**config.mk**
```make
export PLATFORM = sky130hd
export DESIGN_NAME = id_ex_stage
export DESIGN_NICKNAME = d
export VERILOG_FILES = /design/src/rtl/id_ex_stage.sv
export SDC_FILE = /design/constraint.sdc
export NUM_CORES = 1
export LEC_CHECK = 0
export ABC_AREA = 1
export CORE_MARGIN = 3
export CORE_UTILIZATION = 39
export CTS_CLUSTER_DIAMETER = 80
export DETAILED_ROUTE_END_ITERATION = 12
export PLACE_DENSITY = 0.73
export SLEW_MARGIN = 20
export SYNTH_ARGS = -nofsm -noshare
export SYNTH_HDL_FRONTEND = slang
export SYNTH_SLANG_ARGS = --single-unit
```
**constraint.sdc**
```tcl
create_clock -name clk -period 4.75 [get_ports clk]
set_input_delay 1.425 -clock clk [delete_from_list [all_inputs] [get_ports clk]]
set_output_delay 1.425 -clock clk [all_outputs]
set_load 0.02 [all_outputs]
```
**src/rtl/id_ex_stage.sv**
```systemverilog
`default_nettype none
// +--------------------------------------------------------------------------+
// | id_ex_stage : ID/EX pipeline register with EX-side forwarding/hazards    |
// | Revision    : 1.0                                                        |
// +--------------------------------------------------------------------------+
module id_ex_stage #(
  parameter int XLEN = 32,
  parameter int REGW = 5
) (
  input  logic            clk,
  input  logic            rst_n,
  input  logic            stall_i,
  input  logic            flush_i,
  input  logic            id_valid_i,
  input  logic [XLEN-1:0] id_pc_i,
  input  logic [XLEN-1:0] id_rs1_data_i,
  input  logic [XLEN-1:0] id_rs2_data_i,
  input  logic [XLEN-1:0] id_imm_i,
  input  logic [REGW-1:0] id_rs1_i,
  input  logic [REGW-1:0] id_rs2_i,
  input  logic [REGW-1:0] id_rd_i,
  input  logic [3:0]      id_alu_op_i,
  input  logic            id_alu_src_i,
  input  logic            id_op1_pc_i,
  input  logic            id_reg_write_i,
  input  logic            id_mem_read_i,
  input  logic            id_mem_write_i,
  input  logic            id_branch_i,
  input  logic            exmem_reg_write_i,
  input  logic [REGW-1:0] exmem_rd_i,
  input  logic [XLEN-1:0] exmem_result_i,
  input  logic            memwb_reg_write_i,
  input  logic [REGW-1:0] memwb_rd_i,
  input  logic [XLEN-1:0] memwb_result_i,
  output logic            ex_valid_o,
  output logic [3:0]      ex_alu_op_o,
  output logic [XLEN-1:0] ex_op1_o,
  output logic [XLEN-1:0] ex_op2_o,
  output logic [XLEN-1:0] ex_store_data_o,
  output logic [XLEN-1:0] ex_pc_o,
  output logic [XLEN-1:0] ex_imm_o,
  output logic [REGW-1:0] ex_rd_o,
  output logic            ex_reg_write_o,
  output logic            ex_mem_read_o,
  output logic            ex_mem_write_o,
  output logic            ex_branch_o,
  output logic            load_use_stall_o
);

  logic            valid_q, valid_d;
  logic [XLEN-1:0] pc_q, pc_d;
  logic [XLEN-1:0] rs1_data_q, rs1_data_d;
  logic [XLEN-1:0] rs2_data_q, rs2_data_d;
  logic [XLEN-1:0] imm_q, imm_d;
  logic [REGW-1:0] rs1_q, rs1_d;
  logic [REGW-1:0] rs2_q, rs2_d;
  logic [REGW-1:0] rd_q, rd_d;
  logic [3:0]      alu_op_q, alu_op_d;
  logic            alu_src_q, alu_src_d;
  logic            op1_pc_q, op1_pc_d;
  logic            reg_write_q, reg_write_d;
  logic            mem_read_q, mem_read_d;
  logic            mem_write_q, mem_write_d;
  logic            branch_q, branch_d;

  logic            w_load_use;
  logic            w_bubble;
  logic            w_load;
  logic            w_exm_hit_rs1, w_exm_hit_rs2;
  logic            w_mwb_hit_rs1, w_mwb_hit_rs2;
  logic [XLEN-1:0] w_rs1_fwd, w_rs2_fwd;

  assign w_load_use = valid_q && mem_read_q && (rd_q != '0) && id_valid_i &&
                      ((rd_q == id_rs1_i) || (rd_q == id_rs2_i));

  assign w_bubble = flush_i || (!stall_i && w_load_use);
  assign w_load   = !flush_i && !stall_i && !w_load_use;

  // Index 0 is hardwired zero, so it never takes a forwarded value.
  assign w_exm_hit_rs1 = exmem_reg_write_i && (exmem_rd_i != '0) && (exmem_rd_i == rs1_q);
  assign w_exm_hit_rs2 = exmem_reg_write_i && (exmem_rd_i != '0) && (exmem_rd_i == rs2_q);
  assign w_mwb_hit_rs1 = memwb_reg_write_i && (memwb_rd_i != '0) && (memwb_rd_i == rs1_q);
  assign w_mwb_hit_rs2 = memwb_reg_write_i && (memwb_rd_i != '0) && (memwb_rd_i == rs2_q);

  always_comb begin
    w_rs1_fwd = rs1_data_q;
    if (w_exm_hit_rs1) begin
      w_rs1_fwd = exmem_result_i;
    end else if (w_mwb_hit_rs1) begin
      w_rs1_fwd = memwb_result_i;
    end
  end

  always_comb begin
    w_rs2_fwd = rs2_data_q;
    if (w_exm_hit_rs2) begin
      w_rs2_fwd = exmem_result_i;
    end else if (w_mwb_hit_rs2) begin
      w_rs2_fwd = memwb_result_i;
    end
  end

  always_comb begin
    valid_d     = valid_q;
    pc_d        = pc_q;
    rs1_data_d  = rs1_data_q;
    rs2_data_d  = rs2_data_q;
    imm_d       = imm_q;
    rs1_d       = rs1_q;
    rs2_d       = rs2_q;
    rd_d        = rd_q;
    alu_op_d    = alu_op_q;
    alu_src_d   = alu_src_q;
    op1_pc_d    = op1_pc_q;
    reg_write_d = reg_write_q;
    mem_read_d  = mem_read_q;
    mem_write_d = mem_write_q;
    branch_d    = branch_q;
    if (w_bubble) begin
      valid_d     = 1'b0;
      pc_d        = '0;
      rs1_data_d  = '0;
      rs2_data_d  = '0;
      imm_d       = '0;
      rs1_d       = '0;
      rs2_d       = '0;
      rd_d        = '0;
      alu_op_d    = '0;
      alu_src_d   = 1'b0;
      op1_pc_d    = 1'b0;
      reg_write_d = 1'b0;
      mem_read_d  = 1'b0;
      mem_write_d = 1'b0;
      branch_d    = 1'b0;
    end else if (w_load) begin
      valid_d     = id_valid_i;
      pc_d        = id_pc_i;
      rs1_data_d  = id_rs1_data_i;
      rs2_data_d  = id_rs2_data_i;
      imm_d       = id_imm_i;
      rs1_d       = id_rs1_i;
      rs2_d       = id_rs2_i;
      rd_d        = id_rd_i;
      alu_op_d    = id_alu_op_i;
      alu_src_d   = id_alu_src_i;
      op1_pc_d    = id_op1_pc_i;
      reg_write_d = id_reg_write_i;
      mem_read_d  = id_mem_read_i;
      mem_write_d = id_mem_write_i;
      branch_d    = id_branch_i;
    end else begin
      // Holding: a writeback retiring now would otherwise be lost once MEM/WB moves on.
      if (w_mwb_hit_rs1) rs1_data_d = memwb_result_i;
      if (w_mwb_hit_rs2) rs2_data_d = memwb_result_i;
    end
  end

  always_ff @(posedge clk or negedge rst_n) begin
    if (!rst_n) begin
      valid_q     <= 1'b0;
      pc_q        <= '0;
      rs1_data_q  <= '0;
      rs2_data_q  <= '0;
      imm_q       <= '0;
      rs1_q       <= '0;
      rs2_q       <= '0;
      rd_q        <= '0;
      alu_op_q    <= '0;
      alu_src_q   <= 1'b0;
      op1_pc_q    <= 1'b0;
      reg_write_q <= 1'b0;
      mem_read_q  <= 1'b0;
      mem_write_q <= 1'b0;
      branch_q    <= 1'b0;
    end else begin
      valid_q     <= valid_d;
      pc_q        <= pc_d;
      rs1_data_q  <= rs1_data_d;
      rs2_data_q  <= rs2_data_d;
      imm_q       <= imm_d;
      rs1_q       <= rs1_d;
      rs2_q       <= rs2_d;
      rd_q        <= rd_d;
      alu_op_q    <= alu_op_d;
      alu_src_q   <= alu_src_d;
      op1_pc_q    <= op1_pc_d;
      reg_write_q <= reg_write_d;
      mem_read_q  <= mem_read_d;
      mem_write_q <= mem_write_d;
      branch_q    <= branch_d;
    end
  end

  assign ex_valid_o       = valid_q;
  assign ex_alu_op_o      = alu_op_q;
  assign ex_op1_o         = op1_pc_q ? pc_q : w_rs1_fwd;
  assign ex_op2_o         = alu_src_q ? imm_q : w_rs2_fwd;
  assign ex_store_data_o  = w_rs2_fwd;
  assign ex_pc_o          = pc_q;
  assign ex_imm_o         = imm_q;
  assign ex_rd_o          = rd_q;
  assign ex_reg_write_o   = reg_write_q;
  assign ex_mem_read_o    = mem_read_q;
  assign ex_mem_write_o   = mem_write_q;
  assign ex_branch_o      = branch_q;
  assign load_use_stall_o = w_load_use;

endmodule
`default_nettype wire

```
* Word-level counts from Yosys, hierarchy flattened
Index checks and enable logic that the tools add are counted.
** Storage, ports and cells
- Output and inout port bits :: 175
- Register bits :: 154
- Input port bits :: 234
- Word-level logic and storage cells :: 79
** Operators by class
- Reduce and logical (&&, ||, !) cells :: 22
- Equality and inequality tests :: 6
- Multiplexer cells :: 36
** Operators by type and width (number)
- $mux 32 :: 14
- $eq 5x5->1 :: 6
- $mux 5 :: 6
- $reduce_bool 5->1 :: 3
- $mux 1 :: 14
- $logic_and 1x1->1 :: 13
- $mux 4 :: 2
- $logic_not 1->1 :: 3
- $logic_or 1x1->1 :: 2
- $reduce_bool 2->1 :: 1

* Logic depth before layout (Yosys ltp)
Gate-level depths: netlist of the first run.
- Depth in word-level cells :: 8
- Depth in mapped cells :: 13
- Depth with buffers taken out :: 11

* Least setup slack after synthesis of the first run
Ideal clock, no wire load.
- Path kind :: input to output
- From :: input exmem_rd_i[0]
- To :: output ex_store_data_o[11]
- Slack :: 0.829 ns
- Path buffers :: 1
- Required time :: 3.325 ns
- Stages on the path :: 6
- Data arrival time :: 2.496 ns
- Cells stage by stage :: xnor2_1 > nand2_1 > nor3_2 > clkbuf_1 > nand3_1 > and2_1
** Between the ends
- Word-level cells in the longest chain between the ends :: 4
- Elaborated cells on any way between the ends :: 5
- Those cells by class :: eq/ne: 1; mux: 1; reduce/logical: 3
** Ends and longest elaborated chain
- start, declared :: RTL line 30 : input logic [REGW-1:0] exmem_rd_i,
- $reduce_bool 5->1 :: RTL line 81 : assign w_exm_hit_rs2 = exmem_reg_write_i && (exmem_rd_i != '0) && (exmem_rd_i == rs2_q);
- $logic_and 1x1->1 :: RTL line 81
- $logic_and 1x1->1 * :: RTL line 81
- $mux 32 * :: RTL line 96 : if (w_exm_hit_rs2) begin
- end, declared :: RTL line 39 : output logic [XLEN-1:0] ex_store_data_o,
Mark *: on every way between the ends. The rest lies on a longest branch, timed or not.

* Worst setup path after layout of the first run
- From :: input exmem_reg_write_i
- To :: output ex_store_data_o[24]
** Between the ends
- Word-level cells in the longest chain between the ends :: 3
** Ends and longest elaborated chain
- start, declared :: RTL line 29 : input logic exmem_reg_write_i,
- $logic_and 1x1->1 (2 in series) :: RTL line 81
- $mux 32 :: RTL line 96
Every way passes these cells.

==> metrics.txt, run 1 <==
stages on the worst setup path 9; Slew Limit Fails 0; Slew @ Worst Pin 928 ps; # DRC 0; RR Endpoint rs1_data_q[11]; synthesis-stage register bit count 154; Routed WL 44.1 mm; critical path arrival 3260 ps; Final Hold Fails 0; io pins 409; crit end category output port; nets 2305; yosys warns 0; HP Class reg2reg; CTS Sinks 154; CTS tree yes; max incr delay on CP 470 ps; clock latency on the worst-skew pair 430 ps; CP Launch Type input pin; fillers 2406; R2R Path Start ex_rd_o[4]; Via density 5.07; CTS root buf clkbuf_16; drt wl/cell 18.3 µm; die height 169 µm; cell count after synthesis 1673; DIE WIDTH 169 µm; final hold slack 518 ps; r2r setup slk 2300 ps; total grt overflow 0; Clock H-tree levels 4; standard-cell rows 58; Clock transition at path regs 70 ps; worst path bufs/invs 5; Syn Area/Cell 6.18 µm²; Max Buffers Root-to-Sink 2; initial antenna violation count 1; Worst VDD drop 196 µV; total track usage 0.304; Tcrit/Tclk final 0.986; status completed; Cell Count, Final, Fillers Out 2415; kind of critical path in2out; P_leak 8.81 nW; Max-Cap Viols 0; min cycle time layout 4680 ps; CP required 3320 ps; crit path cell chain clkdlybuf4s50_1 > o21ai_2 > buf_4 > nor3_4 > buf_12 > bufbuf_16 > nand3_1 > and2_1 > clkdlybuf4s15_2; Setup-failing EPs final 0; drt initial violations 918; PwrDens 259 nW/µm²; area grow syn2layout 53.2%; cts bufs inserted 17; Initial Utilization 0.404; Rel. slew slack 0.382; RSZ-0062 raised after global routing no; Synthesized Nets 1907; Cells after DPL 2377; sequential area share after synthesis 0.373; clock skew 13.6 ps; Post-Synthesis Cell Area 10300 µm²; Die Area 28500 µm²; pin count of the biggest net entering global routing 134; fin util 0.618; Placer Congestion 0.876; launch point of the worst path exmem_reg_write_i; crit path capture ex_store_data_o[24]; slowest CP cell clkdlybuf4s50_1; TritonRoute pass-1 iters 5; Post-DRT Antenna Nets 0; critical path's top delay family buffers and inverters; first-pass GRT wire length 68.2 mm; vias in the first global route 12500; core box area 25600 µm²; Post-DP HPWL 31.5 mm; R2R depth 12; crit path max fanout 9; Port Buffers 408; f_max 0.214 GHz; fraction of layout instances using a drive strength above 1 0.107; via count 12200; Unique masters post-synth 23
## how the worst min path moves through the flow
stage / start / end / slack, ps / cells after the start
floorplan: rs1_q[2] / rs1_q[2] / 540 / 2
global placement: ex_reg_write_o / ex_reg_write_o / 500 / 2
detailed placement: ex_branch_o / ex_branch_o / 500 / 2
CTS: ex_branch_o / ex_branch_o / 520 / 2
global route: ex_branch_o / ex_branch_o / 550 / 2
finish: ex_branch_o / ex_branch_o / 520 / 2
## cells in the final DEF (no fill, tap or decap), types with 3 or more instances in the layout
cell type / instances
inv_6: 3
clkinv_4: 5
buf_4: 52
o21ai_0: 14
clkdlybuf4s50_1: 299
dfrtp_1: 153
clkbuf_16: 17
and2_1: 32
inv_2: 5
inv_1: 228
nand3_2: 4
nor2_4: 7
nand3_1: 327
dlygate4sd2_1: 9
nand2_1: 637
nor2_1: 108
xnor2_1: 8
clkdlybuf4s15_1: 16
xor2_1: 9
clkdlybuf4s15_2: 51
nand3b_1: 15
nand2_2: 9
buf_6: 8
buf_12: 14
buf_2: 27
## final cells by class
class	instances	area [µm²]	share of cell area
inverter	235	885	0.0559
tap	330	413	0.0261
timing repair buffer	482	4800	0.303
sequential	154	3850	0.243
clock inverter	13	158	0.00995
clock buffer	19	453	0.0286
multi-input combinational	1181	5280	0.333
antenna	1	2.50	0.000158
## synthesized netlist by cell type
cell type | number | area, µm²
nand2_1 | 643 | 2410
nand3_1 | 331 | 1660
inv_1 | 229 | 860
dfrtp_1 | 154 | 3850
nor2_1 | 115 | 432
clkbuf_1 | 48 | 180
buf_2 | 41 | 205
and2_1 | 32 | 200
nand3b_1 | 15 | 113
o21ai_0 | 14 | 70.1
xnor2_1 | 11 | 96.3
xor2_1 | 9 | 78.8
buf_1 | 7 | 26.3
buf_4 | 6 | 45.0
inv_2 | 6 | 22.5
nand2_2 | 3 | 18.8
nand4_1 | 2 | 12.5
nor2_2 | 2 | 12.5
a21boi_2 | 1 | 11.3
buf_6 | 1 | 11.3
nor3_2 | 1 | 10.0
o21ai_1 | 1 | 5.00
o22ai_1 | 1 | 6.26
## stage by stage
| stage | worst slack, ps | power [mW] | TNS (ps) | instance area [µm²] |
|---|---|---|---|---|
| detailed placement | -458 | 2.68 | -37080 | 15100 |
| floorplan | 829 | 2.02 | 0 | 10300 |
| finish | 67.5 | 4.10 | 0 | 15800 |
| global route | 0.120 | 4.30 | 0 | 15800 |
| global placement | -424 | 2.67 | -34380 | 15100 |
| CTS | -1.79 | 4.12 | -1.79 | 15900 |
## state kept, by name, indices dropped and copies added (netlist names)
signal	count
rs2_q	5
alu_src_q	1
ex_alu_op_o	4
rs1_q	5
rs1_data_q	32
ex_imm_o	32
ex_mem_read_o	1
op1_pc_q	1
ex_valid_o	1
ex_mem_write_o	1
ex_pc_o	32
ex_reg_write_o	1
ex_rd_o	5
ex_branch_o	1
rs2_data_q	32
## metal layers
metal  track usage  vias up  wire length, µm
met5             0        -               13
met4         0.116        2             1570
met3        0.0724      105             4000
met2         0.515      605            21000
met1         0.378     5638            17500
li1              -     5894                -
## where the power goes
| part | internal [mW] | switching, mW | total (mW) |
|---|---|---|---|
| Sequential | 1.39 | 0.0507 | 1.44 |
| Clock | 0.820 | 0.640 | 1.46 |
| Combinational | 0.525 | 0.683 | 1.21 |
| Total | 2.73 | 1.37 | 4.10 |
## worst reg2reg max path, stage by stage, from the launching register on
cell,delay [ps]
dfrtp_1,460
inv_2,100
nand2_1,70
nand2_1,50
nor2_1,90
nand3_1,100
nand2_2,170
nand2_2,130
buf_4,220
nand2_2,670
nand2_1,150
inv_1,90
nor2_1,40
## kinds of logic (layout without fill, tap and decap cells)
group,count (synthesis),after routing,synth area share
xor gates and xnor gates,20,20,0.0169
AOI/OAI and AO/OA,17,17,0.00895
other,0,1,0
buffers and inverters,338,749,0.131
and+or+nand+nor,1144,1144,0.471
DFF,154,154,0.373
## timing repair
| item | CTS | global route |
|---|---|---|
| endpoints found under the setup margin | 96 | 97 |
| resized for setup | 315 | 16 |
| setup buffers | 3 | 0 |
| cloned | 2 | 0 |
| hold buffers | 0 | 0 |
| pin swaps | 4 | 3 |
(Power assumes the default switching activity.)
==> inputs of run 2 (changes only) <==
CELL_PAD_IN_SITES_DETAIL_PLACEMENT = 0   (was unset)
CELL_PAD_IN_SITES_GLOBAL_PLACEMENT = 1   (was unset)
CORE_ASPECT_RATIO = 0.9   (was unset)
CORE_UTILIZATION = 32   (was 39)
PLACE_DENSITY = unset   (was 0.73)
PLACE_DENSITY_LB_ADDON = 0.1   (was unset)
==> metrics.txt, run 2 (synthesis gave the netlist of run 1 again) <==
Max-Cap Viols 0 (unchanged); critical path arrival 3220 ps (-40 ps); most frequent cells in the layout 636 x nand2_1, 326 x nand3_1, 299 x clkdlybuf4s50_1; crit path max fanout 7 (-2); Slew @ Worst Pin 1100 ps (+177 ps); Clock H-tree levels 4 (unchanged); crit end category output port; HP Class reg2reg; Slew Limit Fails 0 (unchanged); P_leak 8.94 nW (+1.5%); clock latency on the worst-skew pair 440 ps (about the same); fraction of layout instances using a drive strength above 1 0.122 (+0.0153); CTS tree yes; CP required 3320 ps (about the same); crit path cell chain clkdlybuf4s50_1 > o21ai_1 > buf_4 > buf_4 > nor3_4 > buf_6 > buf_12 > nand3_1 > and2_1 > clkdlybuf4s15_2; via count 11900 (-2.7%); Placer Congestion 0.843 (-3.8%); Cell Count, Final, Fillers Out 2513 (+4.1%); min-delay src ex_alu_op_o[2]; CTS Sinks 154 (unchanged); Worst VDD drop 255 µV (+30%); R2R depth 11 (-1); Max Buffers Root-to-Sink 2 (unchanged); Cells after DPL 2465 (+3.7%); io pins 409 (unchanged); kind of critical path in2out; RR Endpoint rs1_data_q[21]; DIE WIDTH 195 µm (+16%); min cycle time layout 4640 ps (-40.0 ps); die height 177 µm (+4.6%); fin util 0.509 (-0.109); nets 2322 (+0.74%); total track usage 0.256 (-0.0482); total grt overflow 0 (unchanged); Critical Path Most Common Cell buf_4; WHS Path Cells 2 (unchanged); Port Buffers 408 (unchanged); worst hold path endpoint ex_alu_op_o[2]; Routed WL 45.8 mm (+3.9%); Rel. slew slack 0.263 (-0.118); f_max 0.215 GHz (+0.86%); standard-cell rows 61 (+5.2%); drt wl/cell 18.2 µm (-0.14%); PwrDens 248 nW/µm² (-4.4%); r2r setup slk 2460 ps (+160 ps); Via density 4.74 (-6.5%); pin count of the biggest net entering global routing 94 (-30%); Post-DP HPWL 32.5 mm (+3.4%); Initial Utilization 0.330 (-0.0740); Final Hold Fails 0 (unchanged); Die Area 34500 µm² (+21%); RSZ-0062 raised after global routing no; first-pass GRT wire length 68.7 mm (+0.70%); TritonRoute pass-1 iters 5 (unchanged); CTS Hold Bufs 0 (unchanged); slowest CP cell clkdlybuf4s50_1; clock skew 16.0 ps (+2.47 ps); Clock transition at path regs 80 ps (about the same); Post-DRT Antenna Nets 0 (unchanged); R2R Path Start ex_rd_o[0]; core box area 31400 µm² (+22%); CTS root buf clkbuf_16; vias in the first global route 11800 (-5.7%); final hold slack 519 ps (+0.101 ps); # DRC 0 (unchanged); CP Launch Type input pin; area grow syn2layout 54.4%; max incr delay on CP 460 ps (about the same); drt initial violations 637 (-31%); Setup-failing EPs final 0 (unchanged); status completed; most common cell after layout, fill and taps aside nand2_1; initial antenna violation count 7 (+6); Tcrit/Tclk final 0.977 (-0.00842); cts bufs inserted 17 (unchanged)
run 2: timing repair:
item / 4_1_cts / 5_1_grt
setup endpoints to repair: 95 / 89
setup buffers: 5 / 4
pin swaps: 4 / 4
resized for setup: 368 / 22
gates cloned: 3 / 2
run 2: worst max path at each step:
stage	start	end	slack, ps	cells past startpoint
final	exmem_reg_write_i	ex_store_data_o[7]	110	10
after CTS	memwb_rd_i[4]	ex_op2_o[5]	6	10
after floorplan	exmem_rd_i[0]	ex_store_data_o[11]	830	6
after global placement	memwb_rd_i[1]	ex_op2_o[10]	-410	11
after global routing	exmem_reg_write_i	ex_store_data_o[4]	10	10
after detailed placement	exmem_rd_i[0]	ex_op1_o[9]	-410	12
run 2: area by class of cell:
class                      instances  area (µm²)
tap                              409         512
clock inverter                    11        75.1
inverter                         235         885
sequential                       154        3850
timing repair buffer             499        4870
antenna                            3        7.51
clock buffer                      21         450
fill                            3305       15400
multi-input combinational       1181        5300
run 2: critical path: cells and delay by family:
kind            cells  cell delay [ps]
buf+inv             6             1330
simple gates        3              410
compound gates      1               60
run 2: power breakdown:
part	switching, mW	total (mW)	internal, mW
logic	0.687	1.22	0.536
registers	0.0506	1.44	1.39
clock network	0.611	1.29	0.680
run 2: layer usage:
metal	wire, µm	up-vias	track usage	part of all wire
met1	20500	5586	0.342	0.45
met2	21800	353	0.429	0.48
met5	46	-	0	0.0010
li1	-	5930	-	-
met3	3020	33	0.0605	0.066
met4	456	8	0.0475	0.010
run 2: metrics by stage:
step | power [mW] | setup WS, ps | instance area [µm²] | TNS [ps]
after floorplan | 2.02 | 829 | 10300 | 0
after global placement | 2.71 | -408 | 15300 | -33400
after detailed placement | 2.71 | -414 | 15300 | -34820
after CTS | 3.98 | 6.32 | 15800 | 0
after global routing | 4.15 | 12.8 | 16000 | 0
final | 3.95 | 108 | 16000 | 0
==> inputs of run 3 (changes only) <==
CORE_ASPECT_RATIO = 2   (was 0.9)
==> metrics.txt, run 3 (synthesis gave the netlist of run 1 again) <==
min cycle time layout 4600 ps (-37.9 ps); pin count of the biggest net entering global routing 134 (+43%); DIE WIDTH 133 µm (-32%); Critical Path Most Common Cell nand2_1; vias in the first global route 12400 (+5.2%); kind of critical path in2out; Post-DP HPWL 34.2 mm (+5.2%); cts bufs inserted 17 (unchanged); crit path max fanout 10 (+3); fraction of layout instances using a drive strength above 1 0.109 (-0.0131); Port Buffers 408 (unchanged); die height 260 µm (+47%); worst path bufs/invs 7 (+1); HP Class reg2reg; io pins 409 (unchanged); CP Launch Type input pin; Clock transition at path regs 70 ps (about the same); Placement Setup Slack -449 ps (-35.6 ps); Clock H-tree levels 4 (unchanged); Max Buffers Root-to-Sink 2 (unchanged); Slew @ Worst Pin 866 ps (-239 ps); critical path's top delay family buffers and inverters; drt wl/cell 18.2 µm (about the same); P_leak 8.90 nW (-0.40%); Worst VDD drop 264 µV (+3.4%); Initial Utilization 0.327 (-0.00298); register area 3860 µm² (about the same); slowest CP cell dlygate4sd2_1; CTS Sinks 154 (unchanged); via count 11900 (-0.18%); Max-Cap Viols 0 (unchanged); crit end category output port; r2r setup slk 2430 ps (-30 ps); first-pass GRT wire length 69.9 mm (+1.7%); Slew Limit Fails 0 (unchanged); max incr delay on CP 290 ps (-170 ps); fin util 0.508 (about the same); initial antenna violation count 7 (unchanged); f_max 0.217 GHz (+0.82%); Cell Count, Final, Fillers Out 2533 (+0.80%); Cells after DPL 2493 (+1.1%); clock latency on the worst-skew pair 460 ps (+20 ps); Die Area 34600 µm² (+0.37%); Rel. slew slack 0.423 (+0.159); Setup-failing EPs final 0 (unchanged); Tcrit/Tclk final 0.969 (-0.00797); core box area 31700 µm² (+0.91%); TritonRoute pass-1 iters 5 (unchanged); total track usage 0.263 (+0.00651); fillers 3318 (+0.39%); drt initial violations 569 (-11%); PwrDens 255 nW/µm² (+3.0%); most common cell after layout, fill and taps aside nand2_1; area grow syn2layout 55.6%; min setup slack post-route 145 ps (+37.9 ps); multi-input logic area 5280 µm² (-0.40%); Final Hold Fails 0 (unchanged); CTS tree yes; CTS root buf clkbuf_16; critical path arrival 3180 ps (-40 ps); Routed WL 46.1 mm (+0.70%); CP required 3320 ps (about the same); RSZ-0062 raised after global routing no; most frequent cells in the layout 641 x nand2_1, 325 x nand3_1, 299 x clkdlybuf4s50_1; Post-DRT Antenna Nets 0 (unchanged); nets 2326 (+0.17%); # DRC 0 (unchanged); Placer Congestion 0.854 (+1.3%); Via density 4.69 (-0.96%); clock skew 17.3 ps (+1.22 ps); total grt overflow 0 (unchanged); standard-cell rows 92 (+51%); crit path cell chain dlygate4sd2_1 > nor2_1 > nand2_1 > o21ai_2 > buf_4 > nor2_4 > buf_12 > buf_6 > buf_4 > nand3_1 > nand2_1 > inv_1 > nand2_1 > nand2_1 > clkdlybuf4s15_2; status completed
-- run 3: cell count changes in the layout (fill, tap and decap cells not counted), moves of 4 or more --
cell,delta
inv_6,+8
clkdlybuf4s15_2,+8
clkdlybuf4s15_1,+20
nand2_1,+5
dlygate4sd2_1,+12
dlymetal6s2s_1,-4
buf_12,-5
nand2_2,-4
clkinv_2,-4
buf_4,+14
buf_2,-45
clkbuf_2,+8
-- run 3: layout make-up --
type,instances,area share
diodes,5,0.000778
inverters,235,0.0550
well taps,423,0.0329
multi-input cells,1181,0.328
clock inverters,15,0.0110
clock buffers,17,0.0264
repair buffers,503,0.306
flip-flops and latches,154,0.240
-- run 3: metrics by stage --
stage	hold slack [ps]	instance area (µm²)	TNS, ps	power (mW)
2_1_floorplan	535	10300	0	2.02
3_3_place_gp	495	15400	-31040	2.70
3_5_place_dp	493	15400	-33750	2.71
4_1_cts	514	16100	0	4.16
5_1_grt	542	16100	0	4.31
6_report	512	16100	0	4.10
-- run 3: worst register-to-register path: cells and delay by family, from the launching register on --
kind | cells | cell delay (ps)
DFF | 1 | 440
buffers and inverters | 2 | 360
and+or+nand+nor | 8 | 1430
-- run 3: metal layers --
| layer | up-vias | part of all wire | GRT usage | routed length (µm) |
|---|---|---|---|---|
| met5 | - | 0.00028 | 0 | 13 |
| met4 | 2 | 0.041 | 0.115 | 1870 |
| met3 | 96 | 0.061 | 0.0635 | 2810 |
| met2 | 390 | 0.54 | 0.496 | 25000 |
| met1 | 5456 | 0.36 | 0.272 | 16400 |
| li1 | 5945 | - | - | - |
-- run 3: where the power goes --
| group | internal (mW) | switching, mW |
|---|---|---|
| sequential | 1.39 | 0.0484 |
| combinational | 0.529 | 0.679 |
| clock | 0.796 | 0.666 |
| total | 2.71 | 1.39 |
-- run 3: path summary, 6_finish.rpt --
kind | from | end | cells past startpoint
max | exmem_rd_i[3] | ex_op1_o[28] | 15
min reg2reg | ex_alu_op_o[2] | ex_alu_op_o[2] | 2
max in group asynchronous | rst_n | ex_alu_op_o[0] | 2
min | ex_alu_op_o[2] | ex_alu_op_o[2] | 2
max reg2reg | ex_rd_o[0] | rs1_data_q[9] | 10
min in group asynchronous | rst_n | ex_imm_o[8] | 1
-- run 3: timing repair --
item | CTS | global route
gates cloned | 0 | 1
gates resized for setup | 261 | 28
hold buffers | 0 | 0
endpoints found under the setup margin | 95 | 95
setup buffers | 2 | 0
pin swaps | 7 | 3
